==> config.mk <==
export PLATFORM = sky130hd
export DESIGN_NAME = hazard_ctrl_flat
export DESIGN_NICKNAME = d
export VERILOG_FILES = /design/src/rtl/hazard_ctrl_if.sv /design/src/rtl/hazard_ctrl.sv /design/src/flat_wrapper.sv
export SDC_FILE = /design/constraint.sdc
export NUM_CORES = 1
export LEC_CHECK = 0
export BUFFER_PORTS_ARGS = -buffer_cell sky130_fd_sc_hd__buf_2
export CAP_MARGIN = 25
export CORE_MARGIN = 5
export CORE_UTILIZATION = 45
export DETAILED_ROUTE_END_ITERATION = 7
export PLACE_DENSITY_LB_ADDON = 0.15
export SLEW_MARGIN = 20
export SYNTH_ARGS = -nofsm -noshare
export SYNTH_HDL_FRONTEND = slang
export SYNTH_SLANG_ARGS = --single-unit
export TNS_END_PERCENT = 20
==> constraint.sdc <==
create_clock -name clk -period 4.3 [get_ports clk]
set_input_delay 0.86 -clock clk [delete_from_list [all_inputs] [get_ports clk]]
set_output_delay 0.86 -clock clk [all_outputs]
set_load 0.05 [all_outputs]
==> src/rtl/hazard_ctrl_if.sv <==
`default_nettype none
// ============================================================================
// Module      : hazard_ctrl_if
// Description : Bundle between the pipeline datapath and the hazard/flush
//               controller. The pipeline (master) presents the ID/EX/MEM
//               hazard and redirect information; the controller (slave)
//               returns PC, IF/ID and ID/EX control.
//               master -> slave : id_is_branch, id_uses_rs1/2, id_rs1/2,
//                                 ex_reg_write, ex_mem_read, ex_rd,
//                                 id_branch_taken, ex_redirect,
//                                 mem_req, mem_ready
//               slave -> master : pc_en, if_id_en, if_id_flush,
//                                 id_ex_bubble, pipe_freeze, stall_busy,
//                                 stall_count
// Revision    : 1.0 - initial release
// ============================================================================
interface hazard_ctrl_if #(
  parameter int REG_ADDR_W = 5,
  parameter int LOAD_EXTRA = 0
);
  localparam int CNT_W = $clog2(LOAD_EXTRA + 3);

  logic                  id_is_branch;
  logic                  id_uses_rs1;
  logic                  id_uses_rs2;
  logic [REG_ADDR_W-1:0] id_rs1;
  logic [REG_ADDR_W-1:0] id_rs2;
  logic                  ex_reg_write;
  logic                  ex_mem_read;
  logic [REG_ADDR_W-1:0] ex_rd;
  logic                  id_branch_taken;
  logic                  ex_redirect;
  logic                  mem_req;
  logic                  mem_ready;

  logic                  pc_en;
  logic                  if_id_en;
  logic                  if_id_flush;
  logic                  id_ex_bubble;
  logic                  pipe_freeze;
  logic                  stall_busy;
  logic [CNT_W-1:0]      stall_count;

  modport master (
    output id_is_branch, id_uses_rs1, id_uses_rs2, id_rs1, id_rs2,
           ex_reg_write, ex_mem_read, ex_rd, id_branch_taken, ex_redirect,
           mem_req, mem_ready,
    input  pc_en, if_id_en, if_id_flush, id_ex_bubble, pipe_freeze,
           stall_busy, stall_count
  );

  modport slave (
    input  id_is_branch, id_uses_rs1, id_uses_rs2, id_rs1, id_rs2,
           ex_reg_write, ex_mem_read, ex_rd, id_branch_taken, ex_redirect,
           mem_req, mem_ready,
    output pc_en, if_id_en, if_id_flush, id_ex_bubble, pipe_freeze,
           stall_busy, stall_count
  );
endinterface
`default_nettype wire

==> src/rtl/hazard_ctrl.sv <==
`default_nettype none
// ============================================================================
// Module      : hazard_ctrl
// Description : Hazard/flush controller for a 5-stage in-order RV32 pipeline
//               with branches resolved in ID. Detects load-use, load-branch
//               and ALU-branch RAW hazards and holds multi-cycle stalls with
//               a counter. Freezes the pipe on data-memory wait, flushes
//               IF/ID on taken branches and redirects, bubbles ID/EX on
//               stalls and redirects.
// Ports       : clk  - clock, rising edge
//               rst  - asynchronous active-high reset
//               bus  - hazard_ctrl_if.slave (hazard inputs / pipe control)
// Revision    : 1.0 - initial release
// ============================================================================
module hazard_ctrl #(
  parameter int REG_ADDR_W = 5,
  parameter int LOAD_EXTRA = 0
) (
  input  logic          clk,
  input  logic          rst,
  hazard_ctrl_if.slave  bus
);

  localparam int CNT_W = $clog2(LOAD_EXTRA + 3);

  localparam logic [CNT_W-1:0]      C_CNT_ONE  = CNT_W'(1);
  localparam logic [CNT_W-1:0]      C_N_LOAD   = CNT_W'(LOAD_EXTRA + 1);
  localparam logic [CNT_W-1:0]      C_N_LDBR   = CNT_W'(LOAD_EXTRA + 2);
  localparam logic [REG_ADDR_W-1:0] C_REG_ZERO = '0;

  typedef enum logic [1:0] {
    ST_RUN    = 2'd0,
    ST_STALL  = 2'd1,
    ST_FREEZE = 2'd2
  } state_e;

  state_e           state_q, state_d;
  state_e           ret_q,   ret_d;
  logic [CNT_W-1:0] cnt_q,   cnt_d;

  // Internal copies of the outputs, driven by one combinational block.
  logic             pc_en, if_id_en, if_id_flush, id_ex_bubble;
  logic             pipe_freeze, stall_busy;
  logic [CNT_W-1:0] stall_count;

  // Hazard detection
  logic             m1, m2, m;
  logic [CNT_W-1:0] n_haz;
  logic             frozen;
  state_e           eff_state;

  assign m1 = bus.id_uses_rs1 && (bus.ex_rd == bus.id_rs1) && (bus.ex_rd != C_REG_ZERO);
  assign m2 = bus.id_uses_rs2 && (bus.ex_rd == bus.id_rs2) && (bus.ex_rd != C_REG_ZERO);
  assign m  = m1 || m2;

  always_comb begin
    n_haz = '0;
    if (bus.ex_mem_read && bus.id_is_branch && m) begin
      n_haz = C_N_LDBR;
    end else if (bus.ex_mem_read && m) begin
      n_haz = C_N_LOAD;
    end else if (bus.ex_reg_write && bus.id_is_branch && m) begin
      n_haz = C_CNT_ONE;
    end
  end

  // Once in FREEZE only mem_ready releases the pipe; the access that caused
  // the wait is still sitting in MEM, so mem_req need not stay asserted.
  assign frozen    = !bus.mem_ready && (bus.mem_req || (state_q == ST_FREEZE));
  // The cycle that ends a freeze behaves exactly like the state it interrupted.
  assign eff_state = (state_q == ST_FREEZE) ? ret_q : state_q;

  // cnt_q holds the number of stall cycles still to be performed. A STALL
  // cycle consumes one, so it reports cnt_q-1 as "remaining after this one",
  // while a freeze cycle consumes none and reports cnt_q unchanged.
  always_comb begin
    pc_en        = 1'b1;
    if_id_en     = 1'b1;
    if_id_flush  = 1'b0;
    id_ex_bubble = 1'b0;
    pipe_freeze  = 1'b0;
    stall_busy   = 1'b0;
    stall_count  = '0;
    state_d      = state_q;
    cnt_d        = cnt_q;
    ret_d        = ret_q;

    if (rst) begin
      pc_en        = 1'b0;
      if_id_en     = 1'b0;
      if_id_flush  = 1'b1;
      id_ex_bubble = 1'b1;
    end else if (frozen) begin
      pc_en       = 1'b0;
      if_id_en    = 1'b0;
      pipe_freeze = 1'b1;
      stall_count = cnt_q;
      if (state_q != ST_FREEZE) begin
        ret_d = state_q;
      end
      state_d = ST_FREEZE;
    end else if (bus.ex_redirect) begin
      // A redirect squashes the instruction in ID, so any pending stall is moot.
      if_id_flush  = 1'b1;
      id_ex_bubble = 1'b1;
      cnt_d        = '0;
      state_d      = ST_RUN;
    end else if (eff_state == ST_STALL) begin
      pc_en        = 1'b0;
      if_id_en     = 1'b0;
      id_ex_bubble = 1'b1;
      stall_busy   = 1'b1;
      if (cnt_q != '0) begin
        stall_count = cnt_q - C_CNT_ONE;
        cnt_d       = cnt_q - C_CNT_ONE;
      end
      state_d = (cnt_q > C_CNT_ONE) ? ST_STALL : ST_RUN;
    end else begin
      state_d = ST_RUN;
      if (n_haz != '0) begin
        // Stall asserted in the detect cycle itself; no extra latency.
        pc_en        = 1'b0;
        if_id_en     = 1'b0;
        id_ex_bubble = 1'b1;
        stall_busy   = 1'b1;
        stall_count  = n_haz - C_CNT_ONE;
        cnt_d        = n_haz - C_CNT_ONE;
        state_d      = (n_haz > C_CNT_ONE) ? ST_STALL : ST_RUN;
      end else if (bus.id_branch_taken) begin
        if_id_flush = 1'b1;
      end
    end
  end

  always_ff @(posedge clk or posedge rst) begin
    if (rst) begin
      state_q <= ST_RUN;
      ret_q   <= ST_RUN;
      cnt_q   <= '0;
    end else begin
      state_q <= state_d;
      ret_q   <= ret_d;
      cnt_q   <= cnt_d;
    end
  end

  assign bus.pc_en        = pc_en;
  assign bus.if_id_en     = if_id_en;
  assign bus.if_id_flush  = if_id_flush;
  assign bus.id_ex_bubble = id_ex_bubble;
  assign bus.pipe_freeze  = pipe_freeze;
  assign bus.stall_busy   = stall_busy;
  assign bus.stall_count  = stall_count;

endmodule
`default_nettype wire

==> src/flat_wrapper.sv <==
// flat-port wrapper written by rule: the top's interface ports become plain ports
module hazard_ctrl_flat 
#(
  parameter int REG_ADDR_W = 5,
  parameter int LOAD_EXTRA = 0
)
  (clk, rst, bus_id_is_branch, bus_id_uses_rs1, bus_id_uses_rs2, bus_id_rs1, bus_id_rs2, bus_ex_reg_write, bus_ex_mem_read, bus_ex_rd, bus_id_branch_taken, bus_ex_redirect, bus_mem_req, bus_mem_ready, bus_pc_en, bus_if_id_en, bus_if_id_flush, bus_id_ex_bubble, bus_pipe_freeze, bus_stall_busy, bus_stall_count);
  hazard_ctrl_if #(.REG_ADDR_W(REG_ADDR_W), .LOAD_EXTRA(LOAD_EXTRA)) bus_i ();
  input  logic clk;
  input  logic rst;
  input wire logic [$bits(bus_i.id_is_branch)-1:0] bus_id_is_branch;
  input wire logic [$bits(bus_i.id_uses_rs1)-1:0] bus_id_uses_rs1;
  input wire logic [$bits(bus_i.id_uses_rs2)-1:0] bus_id_uses_rs2;
  input wire logic [$bits(bus_i.id_rs1)-1:0] bus_id_rs1;
  input wire logic [$bits(bus_i.id_rs2)-1:0] bus_id_rs2;
  input wire logic [$bits(bus_i.ex_reg_write)-1:0] bus_ex_reg_write;
  input wire logic [$bits(bus_i.ex_mem_read)-1:0] bus_ex_mem_read;
  input wire logic [$bits(bus_i.ex_rd)-1:0] bus_ex_rd;
  input wire logic [$bits(bus_i.id_branch_taken)-1:0] bus_id_branch_taken;
  input wire logic [$bits(bus_i.ex_redirect)-1:0] bus_ex_redirect;
  input wire logic [$bits(bus_i.mem_req)-1:0] bus_mem_req;
  input wire logic [$bits(bus_i.mem_ready)-1:0] bus_mem_ready;
  output wire logic [$bits(bus_i.pc_en)-1:0] bus_pc_en;
  output wire logic [$bits(bus_i.if_id_en)-1:0] bus_if_id_en;
  output wire logic [$bits(bus_i.if_id_flush)-1:0] bus_if_id_flush;
  output wire logic [$bits(bus_i.id_ex_bubble)-1:0] bus_id_ex_bubble;
  output wire logic [$bits(bus_i.pipe_freeze)-1:0] bus_pipe_freeze;
  output wire logic [$bits(bus_i.stall_busy)-1:0] bus_stall_busy;
  output wire logic [$bits(bus_i.stall_count)-1:0] bus_stall_count;
  assign bus_i.id_is_branch = bus_id_is_branch;
  assign bus_i.id_uses_rs1 = bus_id_uses_rs1;
  assign bus_i.id_uses_rs2 = bus_id_uses_rs2;
  assign bus_i.id_rs1 = bus_id_rs1;
  assign bus_i.id_rs2 = bus_id_rs2;
  assign bus_i.ex_reg_write = bus_ex_reg_write;
  assign bus_i.ex_mem_read = bus_ex_mem_read;
  assign bus_i.ex_rd = bus_ex_rd;
  assign bus_i.id_branch_taken = bus_id_branch_taken;
  assign bus_i.ex_redirect = bus_ex_redirect;
  assign bus_i.mem_req = bus_mem_req;
  assign bus_i.mem_ready = bus_mem_ready;
  assign bus_pc_en = bus_i.pc_en;
  assign bus_if_id_en = bus_i.if_id_en;
  assign bus_if_id_flush = bus_i.if_id_flush;
  assign bus_id_ex_bubble = bus_i.id_ex_bubble;
  assign bus_pipe_freeze = bus_i.pipe_freeze;
  assign bus_stall_busy = bus_i.stall_busy;
  assign bus_stall_count = bus_i.stall_count;
  hazard_ctrl #(.REG_ADDR_W(REG_ADDR_W), .LOAD_EXTRA(LOAD_EXTRA)) u_core (.clk(clk), .rst(rst), .bus(bus_i));
endmodule
==> results of run 1 <==
-- routing by layer --
| metal | GRT usage, % | vias to the layer above | wire length [µm] | part of all wire [%] |
|---|---|---|---|---|
| li1 | - | 347 | - | - |
| met1 | 21.8 | 314 | 687 | 41 |
| met2 | 25.1 | 39 | 772 | 46 |
| met3 | 6.90 | 2 | 199 | 12 |
| met4 | 7.73 | 0 | 14 | 0.84 |
| met5 | 0 | - | 0 | 0 |
-- state kept, by name, summed over array words and instances (netlist names) --
register / cells
u_core.cnt_q: 2
u_core.ret_q: 2
u_core.state_q: 2
-- final cells by class --
cell class | instances | area share [%]
tap | 15 | 2.27
sequential | 6 | 18.2
timing repair buffer | 33 | 20.0
clock buffer | 3 | 2.73
multi-input combinational | 63 | 53.6
inverter | 7 | 3.18
-- metrics by stage --
| step | cells | hold WS [ns] | area [µm²] |
|---|---|---|---|
| CTS | 127 | 0.514 | 826 |
| global placement | 124 | 0.501 | 803 |
| floorplan | 77 | 0.466 | 627 |
| finish | 127 | 0.521 | 826 |
| detailed placement | 124 | 0.501 | 803 |
| global route | 127 | 0.535 | 826 |
-- cells by family (layout without fill, tap and decap cells) --
kind of cell / Yosys count / after routing / share of synthesized area [%]
AO/OA/AOI/OAI: 22 / 22 / 23.8
adder cells (fa/ha/maj): 4 / 4 / 7.98
flip-flops: 6 / 6 / 24.0
AND/OR/NAND/NOR: 27 / 27 / 25.0
buffers and inverters: 8 / 43 / 5.39
XOR/XNOR: 10 / 10 / 14.0
-- power groups by stage --
stage          registers (W)  clock network (W)  logic [W]
2_1_floorplan      0.0000721                  0  0.0000720
3_3_place_gp       0.0000740                  0   0.000100
3_5_place_dp       0.0000743                  0   0.000103
4_1_cts            0.0000734          0.0000529   0.000104
5_1_grt            0.0000744          0.0000569   0.000115
6_report           0.0000734          0.0000507   0.000103
-- path summary, 6_finish.rpt --
kind / slack (ns) / to / startpoint
max: 1.08 / bus_id_ex_bubble / bus_ex_rd[3]
min: 0.52 / u_core.ret_q[0] / u_core.ret_q[0]
max reg2reg: 2.70 / u_core.state_q[0] / u_core.state_q[0]
min reg2reg: 0.52 / u_core.ret_q[0] / u_core.ret_q[0]
max in group asynchronous: 3.46 / u_core.state_q[0] / rst
min in group asynchronous: 0.60 / u_core.state_q[1] / rst
-- cells in the final DEF, fill, tap and decap left out, types with 2 or more instances in the layout --
master / Yosys / routed
o21ai_0: 3 / 3
nor2_1: 3 / 3
and3_1: 2 / 2
nor3_1: 4 / 4
a22o_1: 2 / 2
buf_2: 0 / 33
xor2_1: 8 / 8
a21oi_1: 7 / 7
and2_1: 2 / 2
a32oi_1: 2 / 2
nand2_1: 5 / 5
dfrtp_1: 6 / 6
xnor2_1: 2 / 2
a22oi_1: 2 / 2
ha_1: 4 / 4
nand2b_1: 2 / 2
inv_1: 7 / 7
clkbuf_4: 0 / 3
==> results.sh, run 1 <==
export IMPL_relSlewSlack_pct=74.0
export IMPL_clk_path_buf_depth=2
export IMPL_pre_cts_ws_ns=1.11
export IMPL_cap_violations=0
export IMPL_core_area_mm2=0.00132
export IMPL_min_period_over_period_pct=74.8
export IMPL_critPathLaunchType="primary input"
export IMPL_num_vias=702
export IMPL_min_period_ns=3.22
export IMPL_rr_worst_depth=5
export IMPL_multiInputGateArea_um2=443
export IMPL_yosysMostFrequentCell="xor2_1"
export IMPL_antenna_found_initial=0
export IMPL_hold_buffers=0
export IMPL_ys_top_cells_by_count="xor2_1, a21oi_1, inv_1"
export IMPL_powerDensity_mw_per_mm2=276
export IMPL_regArea_um2=150
export IMPL_cp_slowest_cell="buf_2"
export IMPL_p_sw_w=0.0000932
export IMPL_cts_setup_buffers=0
export IMPL_ios=34
export IMPL_comb_power_share_pct=45.5
export IMPL_fillers=120
export IMPL_synth_area_leaders="dfrtp_1, xor2_1, ha_1, a21oi_1, inv_1"
export IMPL_grt_overflow_total=0
export IMPL_max_freq_mhz=311
export IMPL_routed_wl_mm=1.67
export IMPL_power_w=0.000228
export IMPL_cts_resized=0
export IMPL_synth_cell_types=32
export IMPL_grt_pass1_wl_mm=2.64
export IMPL_hold_depth=1
export IMPL_syn_to_final_growth_pct=31.7
export IMPL_core_rowCount=13
export IMPL_cp_required_ns=3.44
export IMPL_clock_skew_ns=0.0113
export IMPL_status="completed"
export IMPL_fin_nets=144
export IMPL_end_kind="output port"
export IMPL_synth_edf_count=0
export IMPL_synth_net_count=107
export IMPL_final_util_pct=62.7
export IMPL_drv_slew=0
export IMPL_power_internal_w=0.000134
export IMPL_p_leak_nw=0.442
export IMPL_ys_seq_area_share_pct=24.0
export IMPL_critPathArrivalTime_ns=2.36
export IMPL_cpPeakStageDelay_ns=0.30
export IMPL_clkTransAtPathRegs_ns=0.04
export IMPL_hold_path_class="reg -> reg"
export IMPL_setup_viol=0
export IMPL_cts_root_buf="clkbuf_4"
export IMPL_grt_max_degree=10
export IMPL_vias_per_cell=5.53
export IMPL_first_iter_violations=20
export IMPL_crit_type="in -> out"
export IMPL_p_sw_share_pct=41.0
export IMPL_grt_pass1_vias=631
export IMPL_crit_cells=7
export IMPL_p_clk_share_pct=22.3
export IMPL_track_usage_pct=17.1
export IMPL_crit_buf_inv=2
export IMPL_syn_inst=77
export IMPL_cts_max_level=1
export IMPL_syn_avg_cell_area_um2=8.14
export IMPL_dp_hpwl_mm=1.43
export IMPL_dr_pass1_iters=4
export IMPL_cts_tree="done"
export IMPL_drtAntennaViolNets=0
export IMPL_cts_sinks=6
export IMPL_avgRoutedWirePerCell_um=13.2
export IMPL_fin_setup_tns_ns=0
export IMPL_die_h_um=47.3
export IMPL_drive_gt1_share_pct=34.8
export IMPL_tightest_slew_ns=0.388
export IMPL_async_flop_share_pct=100
export IMPL_critPathMostFrequentCell="buf_2"
export IMPL_n_antenna_cell=0
export IMPL_pwr_share_seq_pct=32.3
export IMPL_cts_made_buffers=3
export IMPL_synth_top_area_share_pct=24.0
export IMPL_routabilityCongestion=0.872
export IMPL_die_w_um=47.3
export IMPL_ir_drop_uv=242
export IMPL_fin_ws_ns=1.08
export IMPL_initial_utilization_pct=47.6
export IMPL_crit_family="simple AND/OR/NAND/NOR gates"
export IMPL_synth_seq_cells=6
export IMPL_path_cells="buf_2 > xor2_1 > nor4_2 > a32oi_1 > nand2b_1 > a41oi_1 > buf_2"
export IMPL_route_detailed_drc=0
export IMPL_hold_viol=0
export IMPL_rsz0062_at_grt="false"
export IMPL_ys_flop_type="dfrtp_1"
export IMPL_synth_warnings=0
export IMPL_io_buffers=33
export IMPL_path_max_fanout=5
export IMPL_insertion_delay_ns=0.25
export IMPL_netlist_area_um2=627
export IMPL_die_area_mm2=0.00224
export IMPL_yosysTopAreaCell="dfrtp_1"
No activity file was read; power rests on OpenSTA's default activity.
==> inputs of run 2 (changes only) <==
--- a/config.mk
+++ b/config.mk
@@ -5,6 +5,7 @@
 export SDC_FILE = /design/constraint.sdc
 export NUM_CORES = 1
 export LEC_CHECK = 0
+export ABC_AREA = 1
 export BUFFER_PORTS_ARGS = -buffer_cell sky130_fd_sc_hd__buf_2
 export CAP_MARGIN = 25
 export CORE_MARGIN = 5
==> constraint.sdc (replaced) <==
create_clock -name clk -period 2.99 [get_ports clk]
set_input_delay 0.598 -clock clk [delete_from_list [all_inputs] [get_ports clk]]
set_output_delay 0.598 -clock clk [all_outputs]
set_load 0.05 [all_outputs]
==> run 2 against run 1 <==
Compared with the run above:
- register-to-register slack worse by 1.1 ns
- clock skew down 0.0093 ns
- final area up 24%
- critical path depth up 4
- synthesized cell count up 71%
- largest power group unchanged
- critical path type unchanged
- worst setup slack worse by 0.52 ns
- final cell count up 51%
- worst hold slack worse by 0.17 ns
- global-route usage down 2.4 points
- sequential power up 50%
==> results.sh, run 2 <==
export IMPL_cpPeakStageDelay_ns=0.26
export IMPL_ios=34
export IMPL_cts_root_buf="clkbuf_4"
export IMPL_hold_viol=0
export IMPL_yosysTopAreaCell="nand2_1"
export IMPL_insertion_delay_ns=0.24
export IMPL_cts_max_level=1
export IMPL_routabilityCongestion=0.848
export IMPL_synth_area_leaders="nand2_1, dfrtp_1, inv_1, ha_1, nor2_4"
export IMPL_status="completed"
export IMPL_multiInputGateArea_um2=548
export IMPL_pre_cts_ws_ns=0.561
export IMPL_synth_warnings=0
export IMPL_core_rowCount=15
export IMPL_dr_pass1_iters=4
export IMPL_dr_wl_met2_um=824
export IMPL_synth_net_count=162
export IMPL_async_flop_share_pct=100
export IMPL_path_cells="buf_2 > nand2_1 > nand2_1 > nor2_1 > nand3_2 > nand2_2 > nand3_4 > a21oi_4 > nand2_2 > nor2_2 > buf_2"
export IMPL_routed_wl_mm=1.84
export IMPL_initial_utilization_pct=47.0
export IMPL_grt_pass1_vias=813
export IMPL_dp_cells=189
export IMPL_powerDensity_mw_per_mm2=344
export IMPL_drtAntennaViolNets=0
export IMPL_fin_setup_tns_ns=0
export IMPL_core_area_mm2=0.00173
export IMPL_syn_avg_cell_area_um2=6.14
export IMPL_avgRoutedWirePerCell_um=9.60
export IMPL_synth_seq_cells=6
export IMPL_path_max_fanout=5
export IMPL_regArea_um2=150
export IMPL_dpl_cell_area_um2=1000
export IMPL_cts_tree="done"
export IMPL_min_period_over_period_pct=81.1
export IMPL_syn_inst=132
export IMPL_grt_max_degree=9
export IMPL_ir_drop_uv=202
export IMPL_relSlewSlack_pct=80.7
export IMPL_synth_edf_count=0
export IMPL_yosysMostFrequentCell="nand2_1"
export IMPL_finish_instance_area_mm2=0.00102
export IMPL_synth_top_area_share_pct=19.4
export IMPL_die_h_um=52.4
export IMPL_ys_flop_type="dfrtp_1"
export IMPL_reg_top3="u_core.cnt_q (2), u_core.ret_q (2), u_core.state_q (2)"
export IMPL_max_freq_mhz=412
export IMPL_io_buffers=33
export IMPL_cp_required_ns=2.39
export IMPL_dp_hpwl_mm=1.62
export IMPL_final_common_cell="nand2_1"
export IMPL_drv_slew=0
export IMPL_end_kind="output port"
export IMPL_netlist_area_um2=811
export IMPL_num_vias=855
export IMPL_grt_pass1_wl_mm=3.14
export IMPL_cp_slowest_cell="buf_2"
export IMPL_die_w_um=52.4
export IMPL_cts_setup_buffers=0
export IMPL_n_antenna_cell=0
export IMPL_reg2reg_from="u_core.state_q[0]"
export IMPL_clk_path_buf_depth=2
export IMPL_drive_gt1_share_pct=37.1
export IMPL_crit_type="in -> out"
export IMPL_fillers=196
export IMPL_clock_skew_ns=0.00195
export IMPL_cap_violations=0
export IMPL_hold_path_class="in -> async"
export IMPL_route_detailed_drc=0
export IMPL_cp_startpoint="bus_ex_rd[0]"
export IMPL_track_usage_pct=14.7
export IMPL_first_iter_violations=13
export IMPL_hold_buffers=0
export IMPL_wl_met3_um=113
export IMPL_rsz0062_at_grt="false"
export IMPL_antenna_found_initial=0
export IMPL_fin_cells=192
export IMPL_cts_made_buffers=3
export IMPL_grt_overflow_total=0
export IMPL_vias_per_cell=4.45
export IMPL_syn_to_final_growth_pct=26.1
export IMPL_wl_met1_um=906
export IMPL_setup_viol=0
export IMPL_clkTransAtPathRegs_ns=0.04
export IMPL_critPathLaunchType="primary input"
export IMPL_min_period_ns=2.43
export IMPL_cts_sinks=6
export IMPL_cts_resized=0
export IMPL_die_area_mm2=0.00275
export IMPL_synth_cell_types=23
export IMPL_fin_ws_ns=0.564
export IMPL_critPathArrivalTime_ns=1.83
export IMPL_final_cell_mix="nand2_1, buf_2, inv_1, nor2_1, o21ai_1"
export IMPL_ys_seq_area_share_pct=18.5
export IMPL_highest_layer="met3"
export IMPL_p_leak_nw=0.611
export IMPL_ys_top_cells_by_count="nand2_1, inv_1, nor2_1"
export IMPL_tightest_slew_ns=0.289
export IMPL_fin_nets=199
run 2: area by class of cell:
| type | instances | area share (%) |
|---|---|---|
| Multi-Input combinational cell | 97 | 53.6 |
| Timing Repair Buffer | 33 | 16.2 |
| Sequential cell | 6 | 14.7 |
| Inverter | 28 | 10.3 |
| Tap cell | 25 | 3.06 |
| Clock buffer | 3 | 2.20 |
run 2: path summary, 6_finish.rpt:
kind	endpoint	slack [ns]	cells past startpoint
hold / removal	u_core.cnt_q[1]	0.35	2
setup reg to reg	u_core.ret_q[1]	1.56	8
max in group asynchronous	u_core.state_q[1]	2.42	2
setup / recovery	bus_stall_busy	0.56	11
min in group clk	u_core.ret_q[0]	0.49	2
hold reg to reg	u_core.ret_q[0]	0.49	2
run 2: logic make-up (layout without fill, tap and decap cells):
family / count (synthesis) / after routing / synth area share (%)
DFF: 6 / 6 / 18.5
adders and majority gates: 4 / 4 / 6.17
AOI/OAI and AO/OA: 20 / 20 / 15.7
and+or+nand+nor: 73 / 73 / 45.7
buffers and inverters: 29 / 64 / 13.9
run 2: through the flow:
step	util [%]	hold slack, ns	power [W]
2_1_floorplan	-	0.405	0.000232
3_3_place_gp	57.9	0.485	0.000276
3_5_place_dp	57.9	0.484	0.000281
4_1_cts	59.2	0.354	0.000357
5_1_grt	59.2	0.370	0.000385
6_report	59.2	0.351	0.000352
run 2: layer usage:
layer	global-route usage, %	up-vias
met2	24.8	22
met4	2.55	0
met3	2.85	0
li1	-	477
met5	0	-
met1	19.4	356
run 2: critical path, delay by kind of cell:
| kind | cells | cell delay [ns] |
|---|---|---|
| and+or+nand+nor | 8 | 0.68 |
| buffers and inverters | 2 | 0.38 |
| AOI/OAI and AO/OA | 1 | 0.17 |
run 2: power breakdown:
group          total [W]  switching, W  internal [W]
Sequential      0.000110     0.0000143     0.0000956
Clock          0.0000722     0.0000270     0.0000453
Combinational   0.000170      0.000112     0.0000572
Total           0.000352      0.000154      0.000198
==> inputs of run 3 (changes only) <==
==> constraint.sdc (replaced) <==
create_clock -name clk -period 2.5 [get_ports clk]
set_input_delay 0.5 -clock clk [delete_from_list [all_inputs] [get_ports clk]]
set_output_delay 0.5 -clock clk [all_outputs]
set_load 0.05 [all_outputs]
==> run 3 against run 2 <==
Compared with the run above:
- total power increased by 20%
- worst setup slack got worse by 0.30 ns
- non-clock buffer count stayed put
- worst hold slack got worse by 0.11 ns
- sequential share of layout area fell by 0.054 points
- routed wire length shrank 3.7%
- flip-flop and latch count unchanged
- clock skew hardly changed
- largest power group unchanged
==> results.sh, run 3 (synthesis gave the netlist of run 2 again) <==
export IMPL_status="completed"
export IMPL_clkTransAtPathRegs_ns=0.05
export IMPL_min_period_ns=2.24
export IMPL_grt_pass1_wl_mm=3.16
export IMPL_grt_overflow_total=0
export IMPL_clock_skew_ns=0.00172
export IMPL_fillers=184
export IMPL_core_rowCount=15
export IMPL_die_area_mm2=0.00275
export IMPL_use_met3_pct=4.27
export IMPL_hold_viol=0
export IMPL_cts_setup_buffers=0
export IMPL_p_leak_nw=0.613
export IMPL_cts_sinks=6
export IMPL_grt_max_degree=9
export IMPL_cts_resized=0
export IMPL_core_area_mm2=0.00173
export IMPL_ff2ff_setup_slack_ns=1.10
export IMPL_multiInputGateArea_um2=552
export IMPL_hold_buffers=0
export IMPL_rsz0062_at_grt="false"
export IMPL_path_cells="inv_2 > nand2_1 > a21oi_1 > inv_2 > nor2_2 > inv_1 > o21ai_2 > buf_2"
export IMPL_drtAntennaViolNets=0
export IMPL_reg2reg_from="u_core.state_q[0]"
export IMPL_end_kind="output port"
export IMPL_clk_path_buf_depth=2
export IMPL_n_antenna_cell=0
export IMPL_die_h_um=52.4
export IMPL_cap_violations=0
export IMPL_crit_type="reg -> out"
export IMPL_die_w_um=52.4
export IMPL_grt_busiest_layer="met2"
export IMPL_antenna_found_initial=0
export IMPL_reg_top3="u_core.cnt_q (2), u_core.ret_q (2), u_core.state_q (2)"
export IMPL_critPathArrivalTime_ns=1.74
export IMPL_vias_per_cell=4.56
export IMPL_drive_gt1_share_pct=37.7
export IMPL_routed_wl_mm=1.78
export IMPL_cp_slowest_cell="dfrtp_1"
export IMPL_powerDensity_mw_per_mm2=411
export IMPL_cts_max_level=1
export IMPL_cpPeakStageDelay_ns=0.39
export IMPL_grt_pass1_vias=810
export IMPL_max_freq_mhz=447
export IMPL_io_buffers=33
export IMPL_syn_to_final_growth_pct=26.5
export IMPL_initial_utilization_pct=47.0
export IMPL_track_usage_pct=14.9
export IMPL_setup_viol=0
export IMPL_use_met1_pct=20.3
export IMPL_fin_setup_tns_ns=0
export IMPL_min_period_over_period_pct=89.6
export IMPL_dr_pass1_iters=4
export IMPL_relSlewSlack_pct=81.1
export IMPL_final_cell_mix="nand2_1, buf_2, inv_1, nor2_1"
export IMPL_power_w=0.000422
export IMPL_regArea_um2=150
export IMPL_ios=34
export IMPL_avgRoutedWirePerCell_um=9.25
export IMPL_hold_path_class="in -> async"
export IMPL_dp_hpwl_mm=1.59
export IMPL_final_common_cell="nand2_1"
export IMPL_path_max_fanout=5
export IMPL_cp_startpoint="u_core.state_q[0]"
export IMPL_first_iter_violations=15
export IMPL_critPathMostFrequentCell="inv_2"
export IMPL_cts_root_buf="clkbuf_4"
export IMPL_cts_tree="done"
export IMPL_tightest_slew_ns=0.282
export IMPL_fin_nets=199
export IMPL_cp_required_ns=2.00
export IMPL_drv_slew=0
export IMPL_ir_drop_uv=342
export IMPL_crit_path_end="bus_stall_count[1]"
export IMPL_critPathLaunchType="flop"
export IMPL_r2r_end="u_core.ret_q[0]"
export IMPL_route_detailed_drc=0
export IMPL_routabilityCongestion=0.859
export IMPL_grt_met2_usage_pct=22.9
export IMPL_insertion_delay_ns=0.24
export IMPL_cts_made_buffers=3
export IMPL_rr_worst_depth=8
export IMPL_num_vias=876
## run 3: cell counts in the layout (fill, tap and decap cells not counted)
Identical to the previous run, type by type.
## run 3: worst max-delay path: cells and delay by family, from the launching register on
| family | cells | cell delay (ns) |
|---|---|---|
| buf+inv | 4 | 0.55 |
| compound gates | 2 | 0.31 |
| flops | 1 | 0.39 |
| simple gates | 2 | 0.25 |
## run 3: report_power, final
| part | switching, W | leakage, nW | internal [W] |
|---|---|---|---|
| Sequential | 0.0000172 | 0.0766 | 0.000114 |
| Clock | 0.0000362 | 0.0138 | 0.0000544 |
| Combinational | 0.000132 | 0.523 | 0.0000677 |
| Total | 0.000185 | 0.613 | 0.000236 |
## run 3: layout make-up
type	instances	share of cell area, %
flip-flops and latches	6	14.6
multi-input cells	97	53.8
inverters	28	10.2
repair buffers	33	16.1
well taps	25	3.05
clock buffers	3	2.20
## run 3: worst min-delay path by stage
stage	endpoint	slack [ns]	cells after the start
floorplan	u_core.cnt_q[0]	0.31	1
global placement	u_core.ret_q[0]	0.49	2
detailed placement	u_core.ret_q[0]	0.48	2
CTS	u_core.state_q[1]	0.24	2
global route	u_core.state_q[1]	0.27	2
finish	u_core.state_q[1]	0.24	2
## run 3: per-stage QoR
stage	utilization [%]	instance area [µm²]	hold WS (ns)	std cells	worst slack, ns
floorplan	-	815	0.307	132	0.000713
global placement	58.1	1000	0.485	189	0.300
detailed placement	58.1	1000	0.482	189	0.260
CTS	59.4	1030	0.242	192	0.233
global route	59.4	1030	0.271	192	0.0555
finish	59.4	1030	0.242	192	0.260
## run 3: metal layers
metal	share of wire, %	wire [µm]
met5	0	0
met4	0	0
met3	7.8	139
met2	42	739
met1	50	896
